### src/rtl/pipeline_adder_arbiter.sv
// rtl/pipeline_adder_arbiter.sv - round-robin arbiter sharing one pipelined adder among NREQ requesters
// Optional multi-word carry chaining is built with `define PIPE_ARB_CHAIN_EN.
module pipeline_adder_arbiter #(
  parameter int WIDTH = 64,
  parameter int NREQ  = 4,
  parameter int LAT   = 2
) (
  input  logic                  clk,
  input  logic                  rst,
  input  logic [NREQ-1:0]       req_valid,
`ifdef PIPE_ARB_CHAIN_EN
  input  logic [NREQ-1:0]       req_chain,
`endif
  output logic [NREQ-1:0]       req_ready,
  input  logic [NREQ*WIDTH-1:0] req_a,
  input  logic [NREQ*WIDTH-1:0] req_b,
  input  logic [NREQ-1:0]       req_cin,
  output logic [WIDTH-1:0]      add_a,
  output logic [WIDTH-1:0]      add_b,
  output logic                  add_cin,
  input  logic [WIDTH-1:0]      add_sum,
  input  logic                  add_cout,
  output logic [NREQ-1:0]       rsp_valid,
  output logic [WIDTH-1:0]      rsp_sum,
  output logic                  rsp_cout,
  output logic                  busy
);

  localparam int PW = $clog2(NREQ);

  logic [PW-1:0]         ptr_q, ptr_d;
  logic [LAT-1:0]        vld_q, vld_d;
  logic [LAT-1:0][PW-1:0] id_q, id_d;
  logic [NREQ-1:0]       elig;
  logic [PW:0]           idx;
  logic [PW-1:0]         win;
  logic                  transfer;
  logic                  rsp_vld;
  logic [PW-1:0]         rsp_id;

  assign rsp_vld = vld_q[LAT-1] & ~rst;
  assign rsp_id  = id_q[LAT-1];

`ifdef PIPE_ARB_CHAIN_EN
  logic [NREQ-1:0] carry_q;
  logic [NREQ-1:0] inflight;

  // Chained requests wait until the previous word's carry has landed in carry_q.
  always_comb begin
    inflight = '0;
    for (int s = 0; s < LAT; s++) begin
      if (vld_q[s]) inflight[id_q[s]] = 1'b1;
    end
  end

  assign elig = req_valid & ~(req_chain & inflight) & {NREQ{~rst}};

  always_ff @(posedge clk) begin
    if (rst) begin
      carry_q <= '0;
    end else if (rsp_vld) begin
      carry_q[rsp_id] <= add_cout;
    end
  end
`else
  assign elig = req_valid & {NREQ{~rst}};
`endif

  always_comb begin
    transfer = 1'b0;
    win      = '0;
    idx      = '0;
    for (int k = 0; k < NREQ; k++) begin
      idx = {1'b0, ptr_q} + (PW+1)'(k);
      if (idx >= (PW+1)'(NREQ)) idx = idx - (PW+1)'(NREQ);
      if (!transfer && elig[idx[PW-1:0]]) begin
        transfer = 1'b1;
        win      = idx[PW-1:0];
      end
    end
  end

  always_comb begin
    req_ready = '0;
    rsp_valid = '0;
    add_a     = '0;
    add_b     = '0;
    add_cin   = 1'b0;
    for (int i = 0; i < NREQ; i++) begin
      req_ready[i] = transfer && (win == PW'(i));
      rsp_valid[i] = rsp_vld && (rsp_id == PW'(i));
      if (transfer && (win == PW'(i))) begin
        add_a = req_a[i*WIDTH +: WIDTH];
        add_b = req_b[i*WIDTH +: WIDTH];
`ifdef PIPE_ARB_CHAIN_EN
        add_cin = req_chain[i] ? carry_q[i] : req_cin[i];
`else
        add_cin = req_cin[i];
`endif
      end
    end
  end

  assign rsp_sum  = rsp_vld ? add_sum : '0;
  assign rsp_cout = rsp_vld & add_cout;
  assign busy     = (|vld_q) & ~rst;

  always_comb begin
    ptr_d = ptr_q;
    if (transfer) ptr_d = (win == PW'(NREQ-1)) ? '0 : win + 1'b1;
    vld_d    = '0;
    id_d     = '0;
    vld_d[0] = transfer;
    id_d[0]  = win;
    for (int s = 1; s < LAT; s++) begin
      vld_d[s] = vld_q[s-1];
      id_d[s]  = id_q[s-1];
    end
  end

  // Tag ids need no reset: they are only observed when their vld bit is set.
  always_ff @(posedge clk) begin
    if (rst) begin
      ptr_q <= '0;
      vld_q <= '0;
    end else begin
      ptr_q <= ptr_d;
      vld_q <= vld_d;
    end
    id_q <= id_d;
  end

endmodule

### config.mk
export PLATFORM = sky130hd
export DESIGN_NAME = pipeline_adder_arbiter
export DESIGN_NICKNAME = d
export VERILOG_FILES = /design/src/rtl/pipeline_adder_arbiter.sv
export SDC_FILE = /design/constraint.sdc
export NUM_CORES = 1
export LEC_CHECK = 0
export ABC_AREA = 0
export BUFFER_PORTS_ARGS = -buffer_cell sky130_fd_sc_hd__buf_2
export CORE_AREA = 2 2 308 310
export CTS_BUF_LIST = sky130_fd_sc_hd__clkbuf_4
export CTS_CLUSTER_DIAMETER = 60
export CTS_CLUSTER_SIZE = 12
export DETAILED_ROUTE_END_ITERATION = 10
export DIE_AREA = 0 0 310 312
export PLACE_DENSITY_LB_ADDON = 0.25
export SLEW_MARGIN = 30
export SYNTH_ARGS = -nofsm -noshare
export SYNTH_HDL_FRONTEND = slang
export SYNTH_SLANG_ARGS = --single-unit
export TNS_END_PERCENT = 10
### constraint.sdc
create_clock -name clk -period 6.1 [get_ports clk]
set_input_delay 1.22 -clock clk [delete_from_list [all_inputs] [get_ports clk]]
set_output_delay 1.22 -clock clk [all_outputs]
set_load 0.01 [all_outputs]
==> results.yml <==
setup_path:
  reg2reg_to: "ptr_q[1]"
  endpoint_kind: "output port"
  required_ns: 4.88
  path_class: "input port to output port"
  rrSetupSlack_ns: 4.38
  crit_chain: "buf_2 -> nor4_1 -> or2_4 -> inv_1 -> nand3_1 -> ha_4 -> buf_4 -> nand2_1 -> o21ai_1 -> a22oi_1 -> nor2_1 -> buf_2"
  cpMostUsedCell: "buf_2"
  r2r-start: "ptr_q[0]"
  cp_max_fo: 39
  crit_arrival_ns: 4.08
  cp_num_buf_inv: 4
  reg2reg_depth: 7
  slowest_delay_ns: 0.50
  critPathLaunchType: "input port"
  crit_slowest_cell: "buf_4"
  crit_family: "simple AND/OR/NAND/NOR gates"
power:
  peakVddDrop_uv: 55.5
  powerDensity_nw_per_um2: 118
  p_sw_mw: 0.754
  power_frac_comb_pct: 92.4
  intPower_mw: 0.592
  seq_power_share_pct: 4.6
  clkPwrFrac_pct: 3.0
  p_leak_nw: 6.10
  switching_share_pct: 56.0
floorplanning:
  die_area_um2: 96700
  rows: 112
  dieWidth_um: 310
  io_pins: 790
  core_area_um2: 93000
  start_util_pct: 6.46
  die_y_um: 312
detailed_routing:
  antenna_left: 0
  drt-pass1-iter-count: 5
  post_drt_wl_per_cell_um: 17.0
  drc_errors: 0
  num_vias: 10748
  wl_mm: 52.9
  viasPerCell: 3.46
  dr.first_iter.drc_count: 547
sta:
  min_period_ns: 5.30
  fmax_ghz: 0.189
  slew_viol_final: 0
  setup_viol: 0
  worst_slack_ns: 0.798
  fin_skew_ns: 0.00820
  worst_pin_slew_ns: 0.856
  max_slew_margin_pct: 42.9
  fin_crit_sh_pct: 86.9
  rsz0062_at_grt: "no"
  hold_viol_final: 0
  setup_tns_ns: 0
global_route:
  grt_use_total_pct: 9.91
  grt_max_degree: 131
  antenna_found_initial: 18
  overflow: 0
  grt_pass1_wl_mm: 71.3
  grt_pass1_vias: 10518
clocking:
  cts_resized: 0
  cts_buffer_depth: 2
  post_cts_buffers: 0
  root_buffer: "clkbuf_4"
  clkLatencyLatePin_ns: 0.25
  cts_tree: "yes"
  clkSinkCount: 8
  numCtsBuffers: 3
  htreeDepth: 1
  cts.clk_slew.worst_paths_ns: 0.05
  hold_buffers: 0
synth:
  synthDistinctLibCells: 32
  synth.largest_area_cell: "a21oi_1"
  synth_area_um2: 6010
  syn_nets: 1730
  synthTopCellsByArea: "a21oi_1 21%, a22oi_1 14%, nand2_1 8.5%, inv_1 8.2%, nor2_1 7.4%"
  yosysSeqAreaShare_pct: 2.67
  synth.avg_cell_area_um2: 5.28
  yosysWarningCount: 0
  netlist_instances: 1139
  synth_top_area_share_pct: 21.4
  synth_seq_cells: 8
place:
  numPortBuffers: 789
  place_ws_ns: 0.770
  place_hpwl_mm: 44.7
  routabilityCongestion: 0.868
job:
  maxCapViolCount: 0
worst_hold_path:
  min_from: "id_d[2]"
  hold_end: "rsp_id[0]"
  holdPathStages: 0
  hp-class: "flip-flop to flip-flop"
run_status:
  run_status: "finished, final reports clean"
cells_and_area:
  fillCellCount: 11255
  final_common_cell: "buf_2"
  syn2layout_area_growth_pct: 89.1
  regArea_um2: 160
  final_cell_mix: "789 x buf_2, 257 x a21oi_1, 136 x nand2_1"
  drive_gt1_share_pct: 46.6
  finalNetCount: 2443
  multi_input_area_um2: 4670
stage by stage:
stage	instance area [um^2]	std cells	power, mW	hold slack (ns)	utilization (%)
floorplan	6010	1139	0.752	0.310	-
global placement	11300	3101	1.34	0.312	12.2
detailed placement	11300	3101	1.33	0.312	12.2
CTS	11400	3104	1.38	0.325	12.2
global route	11400	3105	1.50	0.331	12.2
finish	11400	3107	1.35	0.324	12.2
power by group through the flow:
stage	Clock, mW	Combinational [mW]	Sequential [mW]
floorplan	0	0.689	0.0620
global placement	0	1.27	0.0635
detailed placement	0	1.27	0.0635
CTS	0.0415	1.27	0.0625
global route	0.0460	1.39	0.0634
finish	0.0403	1.24	0.0625
synthesized netlist by cell type:
master    instances
a21oi_1         257
a31oi_1           2
nand2b_1          1
nand3b_1          1
or2_1             1
nor2b_2           1
nand3_1           2
clkbuf_1         61
nand2_1         136
nor4_1            1
buf_6            29
a22oi_2          10
buf_2            25
a211o_1           3
nor2b_1           4
or2_2             1
nor3b_1           1
buf_4             8
o211ai_1          1
o21ai_0          85
a22oi_1         116
a221oi_1          3
inv_1           132
and2_1           69
nor3_1            2
dfxtp_1           8
nor2_1          118
and3_1            2
o21ai_1          43
or3_1             1
ha_1              4
nor2_2           11
cell families (layout without fill, tap and decap cells):
logic type	after synthesis	after routing	share of synthesized area [%]
AO/OA/AOI/OAI	520	520	49.9
adder cells (fa/ha/maj)	4	4	0.833
buffers and inverters	255	966	20.6
flip-flops	8	8	2.67
other	0	3	0
AND/OR/NAND/NOR	352	352	26.1
registers in the layout, summed over array words and instances, names as in the netlist:
signal and flops:
ptr_q 2, id_d 2, rsp_id 2, vld_q 2
worst max path at each step:
| stage | slack [ns] | cells past startpoint | from | endpoint |
|---|---|---|---|---|
| 2_1_floorplan | 1.79 | 11 | rst | add_a[63] |
| 3_3_place_gp | 0.86 | 12 | req_valid[1] | add_a[61] |
| 3_5_place_dp | 0.77 | 12 | req_valid[1] | add_a[61] |
| 4_1_cts | 0.76 | 12 | req_valid[1] | add_a[61] |
| 5_1_grt | 0.60 | 12 | req_valid[1] | add_a[61] |
| 6_report | 0.80 | 12 | req_valid[1] | add_a[61] |
routing by layer:
layer	wire length (um)	vias up	track usage, %
met2	25100	520	17.6
met5	63	-	0
met4	1020	10	1.71
met1	22100	4905	12.1
li1	-	5267	-
met3	4650	46	2.47
worst reg2reg max path, delay by kind of cell (launching register included):
family | cells | cell delay [ns]
AOI/OAI and AO/OA | 2 | 0.20
buffers and inverters | 1 | 0.06
and+or+nand+nor | 3 | 0.62
adders and majority gates | 1 | 0.30
DFF | 1 | 0.42
area by class of cell:
class	count	share of cell area [%]
antenna	3	0.0661
clock buffer	3	0.198
inverter	132	4.36
multi-input combinational	876	41.1
sequential	8	1.41
tap	1254	13.8
timing repair buffer	831	39.1
Note: power is estimated with default switching activity, not from simulation.
